$ cat config.mk
export PLATFORM = sky130hd
export DESIGN_NAME = mem_port_arbiter
export DESIGN_NICKNAME = d
export VERILOG_FILES = /design/src/rtl/mem_port_arbiter.sv
export SDC_FILE = /design/constraint.sdc
export NUM_CORES = 1
export LEC_CHECK = 0
export ABC_AREA = 1
export CAP_MARGIN = 20
export CORE_ASPECT_RATIO = 1.5
export CORE_UTILIZATION = 36
export CTS_CLUSTER_SIZE = 8
export DETAILED_ROUTE_END_ITERATION = 16
export PLACE_DENSITY = 0.77
export SETUP_SLACK_MARGIN = 0.05
export SYNTH_ARGS = -nofsm -noshare
export SYNTH_HDL_FRONTEND = slang
export SYNTH_SLANG_ARGS = --single-unit
$ cat constraint.sdc
create_clock -name clk -period 1.44 [get_ports clk]
set_input_delay 0.288 -clock clk [delete_from_list [all_inputs] [get_ports clk]]
set_output_delay 0.288 -clock clk [all_outputs]
set_load 0.005 [all_outputs]
$ cat src/rtl/mem_port_arbiter.sv
// mem_port_arbiter: shares the unified instruction/data memory between the
// core memory port and a program loader/debug port.
//
// An IDLE/BUSY/DONE sequencer handles one access at a time. Each access holds
// the memory strobes for MEM_LAT cycles and then pulses the winner's ack.
// The core has fixed priority. The loader is forced through after
// STARVE_LIMIT consecutive contested core wins. ldr_lock shuts the core out.
//
// Optional feature: define ARB_PERF_CNT_EN to enable the core stall-cycle
// counter. Without it, perf_stall_cnt is tied to 0.
//
// Ports:
//   clk, rst            clock; asynchronous active-low reset
//   core_req/addr/we/wdata, core_ack, core_stall   core memory port
//   ldr_req/addr/we/wdata, ldr_lock, ldr_ack       loader/debug port
//   rdata               registered read data, valid with either ack
//   mem_en/we/addr/wdata, mem_rdata                memory side
//   perf_stall_cnt      core stall-cycle count
module mem_port_arbiter #(
    parameter int unsigned ADDR_W       = 32,
    parameter int unsigned DATA_W       = 32,
    parameter int unsigned MEM_LAT      = 1,
    parameter int unsigned STARVE_LIMIT = 4
) (
    input  logic              clk,
    input  logic              rst,
    input  logic              core_req,
    input  logic [ADDR_W-1:0] core_addr,
    input  logic              core_we,
    input  logic [DATA_W-1:0] core_wdata,
    output logic              core_ack,
    output logic              core_stall,
    input  logic              ldr_req,
    input  logic [ADDR_W-1:0] ldr_addr,
    input  logic              ldr_we,
    input  logic [DATA_W-1:0] ldr_wdata,
    input  logic              ldr_lock,
    output logic              ldr_ack,
    output logic [DATA_W-1:0] rdata,
    output logic              mem_en,
    output logic              mem_we,
    output logic [ADDR_W-1:0] mem_addr,
    output logic [DATA_W-1:0] mem_wdata,
    input  logic [DATA_W-1:0] mem_rdata,
    output logic [31:0]       perf_stall_cnt
);

    localparam int unsigned LAT_W    = 4;
    localparam int unsigned STARVE_W = $clog2(STARVE_LIMIT + 1);

    typedef enum logic [1:0] {IDLE, BUSY, DONE} state_t;

    state_t              state;
    logic [LAT_W-1:0]    lat_cnt;
    logic [STARVE_W-1:0] starve_cnt;
    logic                owner_ldr;

    logic core_elig;
    logic starve_full;
    logic contested;
    logic grant_ldr;
    logic grant_core;

    // Arbitration decision, used only while IDLE
    always_comb begin
        core_elig   = core_req & ~ldr_lock;
        starve_full = (starve_cnt == STARVE_W'(STARVE_LIMIT));
        contested   = core_req & ldr_req & ~ldr_lock;
        grant_ldr   = ldr_req & (~core_elig | starve_full);
        grant_core  = core_elig & ~grant_ldr;
    end

    // Access sequencer. mem_addr/mem_wdata double as the latched request.
    always_ff @(posedge clk or negedge rst) begin
        if (!rst) begin
            state      <= IDLE;
            lat_cnt    <= '0;
            starve_cnt <= '0;
            owner_ldr  <= 1'b0;
            core_ack   <= 1'b0;
            ldr_ack    <= 1'b0;
            rdata      <= '0;
            mem_en     <= 1'b0;
            mem_we     <= 1'b0;
            mem_addr   <= '0;
            mem_wdata  <= '0;
        end else begin
            core_ack <= 1'b0;
            ldr_ack  <= 1'b0;
            case (state)
                IDLE: begin
                    if (grant_ldr || grant_core) begin
                        owner_ldr <= grant_ldr;
                        mem_addr  <= grant_ldr ? ldr_addr  : core_addr;
                        mem_wdata <= grant_ldr ? ldr_wdata : core_wdata;
                        mem_we    <= grant_ldr ? ldr_we    : core_we;
                        mem_en    <= 1'b1;
                        lat_cnt   <= LAT_W'(MEM_LAT - 1);
                        state     <= BUSY;
                        if (grant_ldr) begin
                            starve_cnt <= '0;
                        end else if (contested && !starve_full) begin
                            starve_cnt <= starve_cnt + STARVE_W'(1);
                        end
                    end
                end
                BUSY: begin
                    if (lat_cnt == '0) begin
                        // Read data is only valid in the last access cycle
                        if (!mem_we) begin
                            rdata <= mem_rdata;
                        end
                        mem_en   <= 1'b0;
                        mem_we   <= 1'b0;
                        core_ack <= ~owner_ldr;
                        ldr_ack  <= owner_ldr;
                        state    <= DONE;
                    end else begin
                        lat_cnt <= lat_cnt - LAT_W'(1);
                    end
                end
                DONE: begin
                    state <= IDLE;
                end
                default: begin
                    state <= IDLE;
                end
            endcase
        end
    end

    assign core_stall = core_req & ~core_ack;

`ifdef ARB_PERF_CNT_EN
    logic [31:0] stall_cnt;

    // Free-running stall counter, wraps at 2^32
    always_ff @(posedge clk or negedge rst) begin
        if (!rst) begin
            stall_cnt <= '0;
        end else if (core_stall) begin
            stall_cnt <= stall_cnt + 32'd1;
        end
    end

    assign perf_stall_cnt = stall_cnt;
`else
    assign perf_stall_cnt = '0;
`endif

endmodule

**After elaboration in Yosys (flattened, before gate mapping)**

Index checks and enable logic that the tools add are counted.
W data, S select, Z words.

- Register bits: 110
- Input port bits: 167
- Output and inout port bits: 133
- Logic and storage cells: 64

- $add $sub $neg: 2
- Equality and inequality tests: 5
- Mux-type cells: 20
- Bitwise logic cells: 13
- Reduce and logical (&&, ||, !) cells: 13

Operators by type and width:

| cell | count |
|---|---|
| $mux W32 | 2 |
| $reduce_and A3 Y1 | 4 |
| $mux W1 | 8 |
| $mux W4 | 2 |
| $pmux W4 S2 | 1 |
| $and A1 B1 Y1 | 6 |
| $mux W3 | 2 |
| $ne A2 B2 Y1 const B | 3 |
| $not A1 Y1 | 6 |
| $logic_not A4 Y1 | 1 |
| $mux W2 | 2 |
| $pmux W1 S2 | 2 |
| $pmux W2 S2 | 1 |
| $reduce_and A2 Y1 | 2 |
| $reduce_bool A2 Y1 | 2 |
| $sub A4 B1 Y4 const B | 1 |
| $add A3 B1 Y3 const B | 1 |
| $eq A3 B3 Y1 const B | 1 |
| $eq A2 B1 Y1 const B | 1 |
| $logic_not A2 Y1 | 1 |
| $logic_and A1 B1 Y1 | 1 |
| $logic_not A1 Y1 | 1 |
| $logic_or A1 B1 Y1 | 1 |
| $or A1 B1 Y1 | 1 |

**Longest topological paths before layout**

Gate-level depths: netlist (run 1).

- Word-level depth: 10
- Depth in mapped cells: 10
- Depth with buffers taken out: 8

**Worst setup path before layout (run 1)**

No wires, ideal clock.

- Path kind: reg-to-reg
- From: register starve_cnt[0]
- To: register mem_wdata[10]
- Library setup time: 0.117 ns
- Data arrival time: 1.281 ns
- Required time: 1.323 ns
- Slack: 0.042 ns
- Cell stages (with the launch flop): 11
- Path buffers: 2
- Clock period less this slack: 1.398 ns
- Cells stage by stage: dfrtp_1 inv_1 ha_1 nand2_1 nand3_1 nand2_1 buf_4 buf_2 nand2_1 nand3_1 nand2_1

- Longest elaborated chain between the ends: 7
- Elaborated cells on any way between the ends: 8
- Those cells by class: 1 x eq/ne; 1 x mux; 4 x bitwise; 2 x reduce/logical

Ends and longest elaborated chain:

| element | line | text |
|---|---|---|
| start: declaration | 55 | `logic [STARVE_W-1:0] starve_cnt;` |
| start signal: assignment | 103 | `starve_cnt <= starve_cnt + STARVE_W'(1);` |
| $eq A3 B3 Y1 * | 67 | `starve_full = (starve_cnt == STARVE_W'(STARVE_LIMIT));` |
| $or A1 B1 Y1 * | 69 | `grant_ldr = ldr_req & (~core_elig \| starve_full);` |
| $and A1 B1 Y1 * | 69 |  |
| $not A1 Y1 | 70 | `grant_core = core_elig & ~grant_ldr;` |
| $and A1 B1 Y1 | 70 |  |
| $logic_or A1 B1 Y1 | 92 | `if (grant_ldr \|\| grant_core) begin` |
| $reduce_and A2 Y1 (no line) | n/a |  |
| end signal: assignment | 95 | `mem_wdata <= grant_ldr ? ldr_wdata : core_wdata;` |
| end: declaration | 43 | `output logic [DATA_W-1:0] mem_wdata,` |

Every way passes the cells marked *; elsewhere a longest branch is shown, timed or not.
A chain may end at the register's enable or synchronous reset.

**Worst setup path in the final report (run 1)**

- From: register starve_cnt[0]
- To: register mem_addr[11]

- Longest elaborated chain between the ends: 7
- Elaborated cells on any way between the ends: 8
- Those cells by class: 1 x eq/ne; 1 x mux; 4 x bitwise; 2 x reduce/logical

Ends and longest elaborated chain:

| element | line | text |
|---|---|---|
| $eq A3 B3 Y1 * | 67 |  |
| $or A1 B1 Y1 * | 69 |  |
| $and A1 B1 Y1 * | 69 |  |
| $not A1 Y1 | 70 |  |
| $and A1 B1 Y1 | 70 |  |
| $logic_or A1 B1 Y1 | 92 |  |
| $reduce_and A2 Y1 (no line) | n/a |  |
| end signal: assignment | 94 | `mem_addr <= grant_ldr ? ldr_addr : core_addr;` |
| end: declaration | 42 | `output logic [ADDR_W-1:0] mem_addr,` |

Marked as above.

==> qor.yml, run 1 <==
overflow: 0
portBuffers: 267
place_congestion: 0.8643
syn_to_final_growth_pct: 65.41
powerDensity_nw_per_um2: 1628
crit_path_end_kind: "register"
netlist_instances: 737
async_reset_ff_share_pct: 100.0
first_global_vias: 5631
drive_gt1_share_pct: 12.40
synth_compound_area_share_pct: 0.4591
rows: 56
vias: 5776
fin_nets: 1198
p_switching_mw: 5.838
cts_tree: "done"
synth.avg_cell_area_um2: 7.765
p_int_mw: 9.574
die-width_um: 104.9
crit_chain: "inv_2, ha_4, nand2_4, nand3_4, nand2_8, buf_12, clkbuf_16, nand2_2, nand3_2, nand2_1"
clock_latency_ns: 0.35
sw_frac_of_total_pct: 37.88
yosysUniqueCellTypes: 20
grt_max_degree: 51
clock_path_buffers: 2
drv_cap: 0
synth_seq_cells: 110
gr-usage-all-layers_pct: 23.78
final_cell_mix: "nand2_1, clkdlybuf4s50_1, dfrtp_1, dlygate4sd2_1, nand3_1"
path_class: "register to register"
final_area_um2: 9467
vias_per_cell: 4.673
synth_area_um2: 5723
p_seq_share_pct: 35.1
crit_slowest_cell: "dfrtp_1"
combPwrFrac_pct: 49.2
max_freq_ghz: 0.6717
synth_top_area_share_pct: 48.10
drc: 0
timing.setup.tns_ns: -0.3450
grt_antenna_before_repair: 1
power_mw: 15.41
wl_per_cell_um: 15.73
hpwl_um: 12440
cp_data_arrival_time_ns: 1.74
synth-seq-area-share_pct: 48.10
crit_fanout: 8
final_max_slew_viol_count: 0
dr.first_iter.drc_count: 251
max_stage_delay_ns: 0.37
synthAdderAreaFrac_pct: 0.8745
power.leakage_nw: 4.962
synth_top_family_by_area: "simple AND/OR/NAND/NOR gates"
floorplan.die.height_um: 156.4
clk_pin_slew_ns: 0.08
place_area_um2: 8621
vdd_drop_max_v: 0.0008243
mostFrequentLayoutCell: "nand2_1"
ys.flop_type: "dfrtp_1"
drt_pass1_iterations: 5
synth_edf_count: 0
synthMuxAreaShare_pct: 0
core_um2: 15550
violations: "negative setup slack"
synthSimpleGateAreaFrac_pct: 36.97
hp-class: "primary input to asynchronous set/reset pin"
htreeDepth: 3
synth_xor_area_share_pct: 0.3061
cp-start-kind: "register"
clkPwrFrac_pct: 15.8
period_needed_ns: 1.489
cts_buffers: 9
worstPathRequired_ns: 1.69
synth_largest_area_cell: "dfrtp_1"
final.setup.worst_slack_ns: -0.04872
hold_viol: 0
start_util_pct: 36.79
ant_nets: 0
finalSetupViolCount: 20
outcome: "complete, but fails checks"
grt_first_pass_wirelength_um: 29790
cts.sinks: 110
ios: 300
routed_wl_um: 19440
yosys-top-cells-area: "dfrtp_1, nand2_1, nand3_1, nand3b_1, buf_4"
yosysWarnings: 0
finClkSkew_ns: 0.01184
die_area_um2: 16420
rsz0062_at_grt: "yes"
finalCritPeriodShare_pct: 103.4
cts-root-buf: "clkbuf_16"
==> cell type report <==
cell class / count / area [um2]
Antenna cell: 1 / 2.502
Timing Repair Buffer: 324 / 3329
Clock buffer: 10 / 229.0
Clock inverter: 6 / 55.05
Inverter: 79 / 299.0
Tap cell: 203 / 254.0
Multi-Input combinational cell: 503 / 2545
Sequential cell: 110 / 2753
Fill cell: 1395 / 6088
==> worst max-delay path, delay by kind of cell (launching register included) <==
family | cells | cell delay (ns)
buf+inv | 3 | 0.34
simple gates | 6 | 0.51
flops | 1 | 0.37
fa+ha+maj | 1 | 0.16
==> per-layer routing <==
layer / share of wire (%) / routed length, um / vias up / track usage, %
met2: 54 / 10530 / 228 / 44.06
li1: - / - / 2805 / -
met4: 4.8 / 937 / 0 / 11.87
met5: 0 / 0 / - / 0
met1: 37 / 7145 / 2685 / 26.25
met3: 4.2 / 826 / 58 / 3.707
==> path summary, 6_finish.rpt <==
path	depth (start not counted)	slack (ns)	from	to
worst max-delay path	10	-0.05	starve_cnt[0]$_DFFE_PN0P_	mem_addr[11]$_DFFE_PN0P_
worst min-delay path	2	0.39	rst	mem_addr[13]$_DFFE_PN0P_
worst max register to register	10	-0.05	starve_cnt[0]$_DFFE_PN0P_	mem_addr[11]$_DFFE_PN0P_
worst min register to register	2	0.47	rdata[13]$_DFFE_PN0P_	rdata[13]$_DFFE_PN0P_
max in group asynchronous	3	0.45	rst	mem_wdata[1]$_DFFE_PN0P_
min in group clk	2	0.47	rdata[13]$_DFFE_PN0P_	rdata[13]$_DFFE_PN0P_
==> cells by family after synthesis <==
logic type,count (synthesis)
AND/OR/NAND/NOR,460
XOR/XNOR,2
other,1
buffers and inverters,155
adder cells (fa/ha/maj),4
flip-flops,110
AO/OA/AOI/OAI,5
==> timing repair <==
action	in CTS	in global routing
hold endpoints to repair	21	0
gates resized for setup	131	52
setup endpoints to repair	195	105
gates cloned	10	1
hold buffers	1	0
pin swaps	51	25
setup buffers	20	2
==> power groups by stage <==
stage | combinational (mW) | clock, mW | sequential (mW)
2_1_floorplan | 3.18 | 0 | 5.53
3_3_place_gp | 7.65 | 0 | 5.45
3_5_place_dp | 7.80 | 0 | 5.46
4_1_cts | 7.43 | 2.49 | 5.38
5_1_grt | 8.43 | 2.61 | 5.60
6_report | 7.58 | 2.43 | 5.40
==> synth_stat cells (2+ instances only) <==
master and n:
nor2_1 10, nand3b_1 65, clkbuf_1 17, buf_2 20, nand2_1 277, xor2_1 2, nand2_2 2, dfrtp_1 110
nand3_1 103, buf_4 38, ha_1 4, inv_2 3, inv_1 76, o21ai_0 4
==> through the flow <==
step	util, %	hold WS, ns	cells	setup WS, ns
finish	60.86	0.3920	1236	-0.04872
CTS	60.14	0.3835	1236	-0.05993
floorplan	-	-0.007591	768	0.04192
detailed placement	55.42	0.2196	1189	-0.3278
global placement	55.42	0.2194	1189	-0.3394
global route	60.86	0.4140	1236	-0.1350
==> flip-flops by register name, indices dropped and copies added (netlist names) <==
| name | cells |
|---|---|
| owner_ldr | 1 |
| ldr_ack | 1 |
| state | 2 |
| mem_we | 1 |
| mem_wdata | 32 |
| mem_addr | 32 |
| core_ack | 1 |
| lat_cnt | 4 |
| starve_cnt | 3 |
| mem_en | 1 |
| rdata | 32 |
Note: power is estimated with default switching activity, not from simulation.
==> inputs of run 2 (changes only) <==
Settings changed: REMOVE_ABC_BUFFERS from default to 1.
==> run 2 against run 1 <==
  * The flow still finishes with violations (negative setup slack)
  * Sequential share of layout area shrank 2.3 points
  * Fmax is 6.0% lower
  * Register-to-register slack worse by 0.096 ns
  * Wire length increased by 12%
  * Clock power hardly changed
  * Clock-buffer cell count down 1
  * Critical endpoint is now mem_wdata[8]$_DFFE_PN0P_
  * Largest power group unchanged
==> qor.yml, run 2 (synthesis gave the netlist of run 1 again) <==
overflow: 0
rsz0062_at_grt: "yes"
finClkSkew_ns: 0.01155
drv_cap: 0
regArea_um2: 2753
timing.setup.tns_ns: -6.304
ios: 300
die_area_um2: 16420
die-width_um: 104.9
violations: "negative setup slack"
path_class: "register to register"
drc: 0
first_global_vias: 5812
ant_nets: 0
htreeDepth: 3
outcome: "complete, but fails checks"
grt_antenna_before_repair: 0
cp-start-kind: "register"
wl_per_cell_um: 17.11
clock_latency_ns: 0.35
cts_tree: "done"
crit_fanout: 6
cts-root-buf: "clkbuf_16"
clk_pin_slew_ns: 0.08
largestRegisters: "mem_addr x32, mem_wdata x32, rdata x32"
period_needed_ns: 1.585
place_area_um2: 8713
hold_viol: 0
multiInputGateArea_um2: 2806
finalSetupViolCount: 68
start_util_pct: 36.79
final_cell_mix: "nand2_1, clkdlybuf4s50_1, dfrtp_1, dlygate4sd2_1, nand3_1"
drive_gt1_share_pct: 19.27
crit_path_end_kind: "register"
hp-class: "primary input to asynchronous set/reset pin"
grt_max_degree: 46
portBuffers: 267
cts.sinks: 110
vias_per_cell: 4.824
n_antenna_cell: 0
clock_path_buffers: 2
worstPathRequired_ns: 1.73
mostFrequentLayoutCell: "nand2_1"
final_max_slew_viol_count: 0
powerDensity_nw_per_um2: 1616
hpwl_um: 12530
r2r_slack_ns: -0.14
power.leakage_nw: 5.351
cp_data_arrival_time_ns: 1.88
vias: 6112
max_freq_ghz: 0.6311
drt_pass1_iterations: 5
grt_first_pass_wirelength_um: 30950
dr.first_iter.drc_count: 321
core_um2: 15550
cts_buffers: 9
final.setup.worst_slack_ns: -0.1445
syn_to_final_growth_pct: 79.60
place_congestion: 0.8255
final_area_um2: 10280
fin_nets: 1231
rows: 56
routed_wl_um: 21680
vdd_drop_max_v: 0.0009864
n_fill_cell: 1330
finalCritPeriodShare_pct: 110.0
gr-usage-all-layers_pct: 24.81
floorplan.die.height_um: 156.4
## run 2: cell count changes in the layout (fill, tap and decap cells not counted), sizes merged
cell	delta
clkbuf	+4
inv	-1
clkinv	+1
buf	+28
diode	-1
## run 2: final cells by class
class,count,share of cell area (%)
Inverter,79,2.970
Clock buffer,9,2.191
Multi-Input combinational cell,503,27.30
Clock inverter,6,0.5478
Sequential cell,110,26.78
Tap cell,203,2.471
Timing Repair Buffer,357,37.74
## run 2: stage by stage
step / util (%) / hold slack (ns) / total power [mW] / setup WS, ns / std cells
4_1_cts: 63.38 / 0.3907 / 15.87 / -0.1288 / 1257
3_3_place_gp: 56.02 / 0.2226 / 13.33 / -0.2956 / 1193
5_1_grt: 66.08 / 0.4273 / 17.76 / -0.2399 / 1267
6_report: 66.08 / 0.3878 / 16.61 / -0.1445 / 1267
2_1_floorplan: - / -0.007591 / 8.360 / -2.248 / 692
3_5_place_dp: 56.02 / 0.2214 / 13.51 / -0.3290 / 1193
## run 2: final timing paths
check                                                from                         to  cells after the start
worst max-delay path            starve_cnt[1]$_DFFE_PN0P_   mem_wdata[8]$_DFFE_PN0P_                     10
worst min-delay path                                  rst   mem_addr[24]$_DFFE_PN0P_                      2
worst max register to register  starve_cnt[1]$_DFFE_PN0P_   mem_wdata[8]$_DFFE_PN0P_                     10
worst min register to register      rdata[16]$_DFFE_PN0P_      rdata[16]$_DFFE_PN0P_                      2
max in group asynchronous                             rst      rdata[16]$_DFFE_PN0P_                      3
min in group clk                                  ldr_req  mem_wdata[28]$_DFFE_PN0P_                      4
## run 2: report_power, final
part,total [mW],switching (mW),internal [mW]
clock network,2.44,1.24,1.20
logic,8.76,4.29,4.48
registers,5.41,0.804,4.61
total,16.6,6.33,10.3
## run 2: critical path, cell delays in order (launching register included)
cell and delay [ns]:
dfrtp_1 0.39, inv_2 0.07, ha_4 0.17, nand2_4 0.06, nand3_4 0.15, buf_8 0.20, buf_6 0.12, buf_16 0.13
nand3b_1 0.11, nand3_2 0.07, nand2_1 0.06
## run 2: layer usage
layer  global-route usage [%]  routed length [um]  share of wire [%]
met1                    27.13                7738                 36
met2                    45.57               11380                 52
met3                    5.789                1484                6.8
met4                    10.80                1074                5.0
met5                        0                   0                  0
## run 2: repair_timing
action	in CTS	in global routing
buffers inserted	32	10
gates resized for setup	173	94
endpoints found under the setup margin	202	103
hold buffers	1	0
pin swaps	37	71
endpoints found under the hold margin	20	0
cloned	16	7
==> inputs of run 3 (changes only) <==
Settings changed: CORE_ASPECT_RATIO 1.5 to default.
==> run 3 against run 2 <==
  * The run still ends with negative setup slack left
  * Setup slack gained 0.075 ns
  * Final cell count fell by 2.1%
  * Worst hold slack worse by 0.012 ns
  * Sequential share of layout area increased by 2.7 points
  * Die area about the same
  * Register-to-register slack better by 0.08 ns
  * Clock skew down 0.0022 ns
  * Largest cell class unchanged
==> qor.yml, run 3 (synthesis gave the netlist of run 1 again) <==
max_freq_ghz: 0.6625
clk_pin_slew_ns: 0.07
floorplan.die.height_um: 128.1
hold_viol: 0
ant_nets: 0
vdd_drop_max_v: 0.0007139
worstPathRequired_ns: 1.68
n_fill_cell: 1395
drive_gt1_share_pct: 9.135
vias: 5732
p_seq_share_pct: 35.3
cts_tree: "done"
hpwl_um: 12110
p_switching_mw: 5.655
combPwrFrac_pct: 49.0
die-width_um: 128.1
ios: 300
crit_fanout: 7
mostFrequentLayoutCell: "nand2_1"
cts_buffers: 9
dr.first_iter.drc_count: 232
core_um2: 15370
syn_to_final_growth_pct: 63.29
grt_max_degree: 46
p_int_mw: 9.610
clock_path_buffers: 2
multiInputGateArea_um2: 2419
path_class: "register to register"
cts.sinks: 110
vias_per_cell: 4.623
rows: 45
outcome: "complete, but fails checks"
powerDensity_nw_per_um2: 1634
overflow: 0
finClkSkew_ns: 0.009392
power_mw: 15.27
gr-usage-all-layers_pct: 24.19
finalSetupViolCount: 37
n_antenna_cell: 0
drc: 0
violations: "negative setup slack"
cp-start-kind: "register"
hp-class: "primary input to asynchronous set/reset pin"
r2r_slack_ns: -0.07
wl_per_cell_um: 15.76
hold_ws_ns: 0.3759
clock_latency_ns: 0.34
power.leakage_nw: 4.929
grt_antenna_before_repair: 0
start_util_pct: 37.23
clkPwrFrac_pct: 15.7
first_global_vias: 5643
rsz0062_at_grt: "yes"
drt_pass1_iterations: 6
crit_path_end_kind: "register"
largestRegisters: "mem_addr x32, mem_wdata x32, rdata x32"
period_needed_ns: 1.509
routed_wl_um: 19540
finalCritPeriodShare_pct: 104.8
fin_nets: 1195
sw_frac_of_total_pct: 37.04
final_max_slew_viol_count: 0
htreeDepth: 3
cts-root-buf: "clkbuf_16"
final_cell_mix: "nand2_1, clkdlybuf4s50_1, dfrtp_1, nand3_1, dlygate4sd2_1"
portBuffers: 267
drv_cap: 0
final.setup.worst_slack_ns: -0.06947
die_area_um2: 16410
grt_first_pass_wirelength_um: 30140
regArea_um2: 2753
place_congestion: 0.8434
cp_data_arrival_time_ns: 1.75
run 3: changes by cell type in the layout (fill, tap and decap cells not counted), sizes merged:
cell      previous run  this run
inv                 80        79
buf                 85        55
clkinvlp             2         1
clkinv               3         1
clkbuf              16        15
run 3: worst max-delay path: stages (launching register included):
cell and delay, ns:
dfrtp_1 0.38, inv_2 0.07, ha_4 0.16, nand2_4 0.06, nand3_4 0.08, nand2_4 0.15, buf_6 0.16, buf_12 0.14
nand2_1 0.05, nand3_1 0.09, nand2_1 0.06
run 3: timing repair:
action                                  in CTS  in global routing
hold buffers                                 1                  0
resized for setup                          139                  9
endpoints found under the setup margin     194                104
setup buffers                               20                  3
endpoints found under the hold margin       16                  0
pin swaps                                   39                 17
gates cloned                                11                  1
run 3: power groups by stage:
stage                     clock, mW  combinational, mW  sequential (mW)
final                          2.39               7.49             5.39
after global routing           2.57               8.28             5.57
after CTS                      2.47               7.45             5.37
after detailed placement          0               7.86             5.45
after global placement            0               7.73             5.42
after floorplan                   0               2.83             5.53
run 3: layout make-up:
| type | instances | area share, % |
|---|---|---|
| Clock inverter | 2 | 0.1741 |
| Multi-Input combinational cell | 503 | 25.88 |
| Inverter | 79 | 3.173 |
| Tap cell | 211 | 2.825 |
| Sequential cell | 110 | 29.46 |
| Clock buffer | 14 | 2.825 |
| Timing Repair Buffer | 321 | 35.67 |
run 3: final timing paths:
check,startpoint,end,cells past startpoint
worst max-delay path,starve_cnt[0]$_DFFE_PN0P_,mem_wdata[27]$_DFFE_PN0P_,10
worst min-delay path,rst,ldr_ack$_DFF_PN0_,2
worst max register to register,starve_cnt[0]$_DFFE_PN0P_,mem_wdata[27]$_DFFE_PN0P_,10
worst min register to register,owner_ldr$_DFFE_PN0P_,core_ack$_DFF_PN0_,1
max in group asynchronous,rst,mem_wdata[7]$_DFFE_PN0P_,3
min in group clk,owner_ldr$_DFFE_PN0P_,core_ack$_DFF_PN0_,1
run 3: layer usage:
metal | vias up | GRT usage [%] | share of wire [%]
li1 | 2802 | - | -
met1 | 2673 | 29.81 | 40
met2 | 226 | 42.90 | 51
met3 | 31 | 3.715 | 6.6
met4 | 0 | 8.443 | 2.2
met5 | - | 0 | 0
run 3: through the flow:
| step | utilization [%] | setup WS (ns) | setup TNS [ns] | cell area, um2 | instances |
|---|---|---|---|---|---|
| floorplan | - | -2.248 | -159.91 | 5379 | 692 |
| global placement | 56.25 | -0.3020 | -14.99 | 8646 | 1194 |
| detailed placement | 56.25 | -0.2897 | -16.41 | 8646 | 1194 |
| CTS | 60.90 | -0.03830 | -0.8806 | 9360 | 1240 |
| global route | 60.80 | -0.1389 | -4.583 | 9345 | 1240 |
| finish | 60.80 | -0.06947 | -1.421 | 9345 | 1240 |
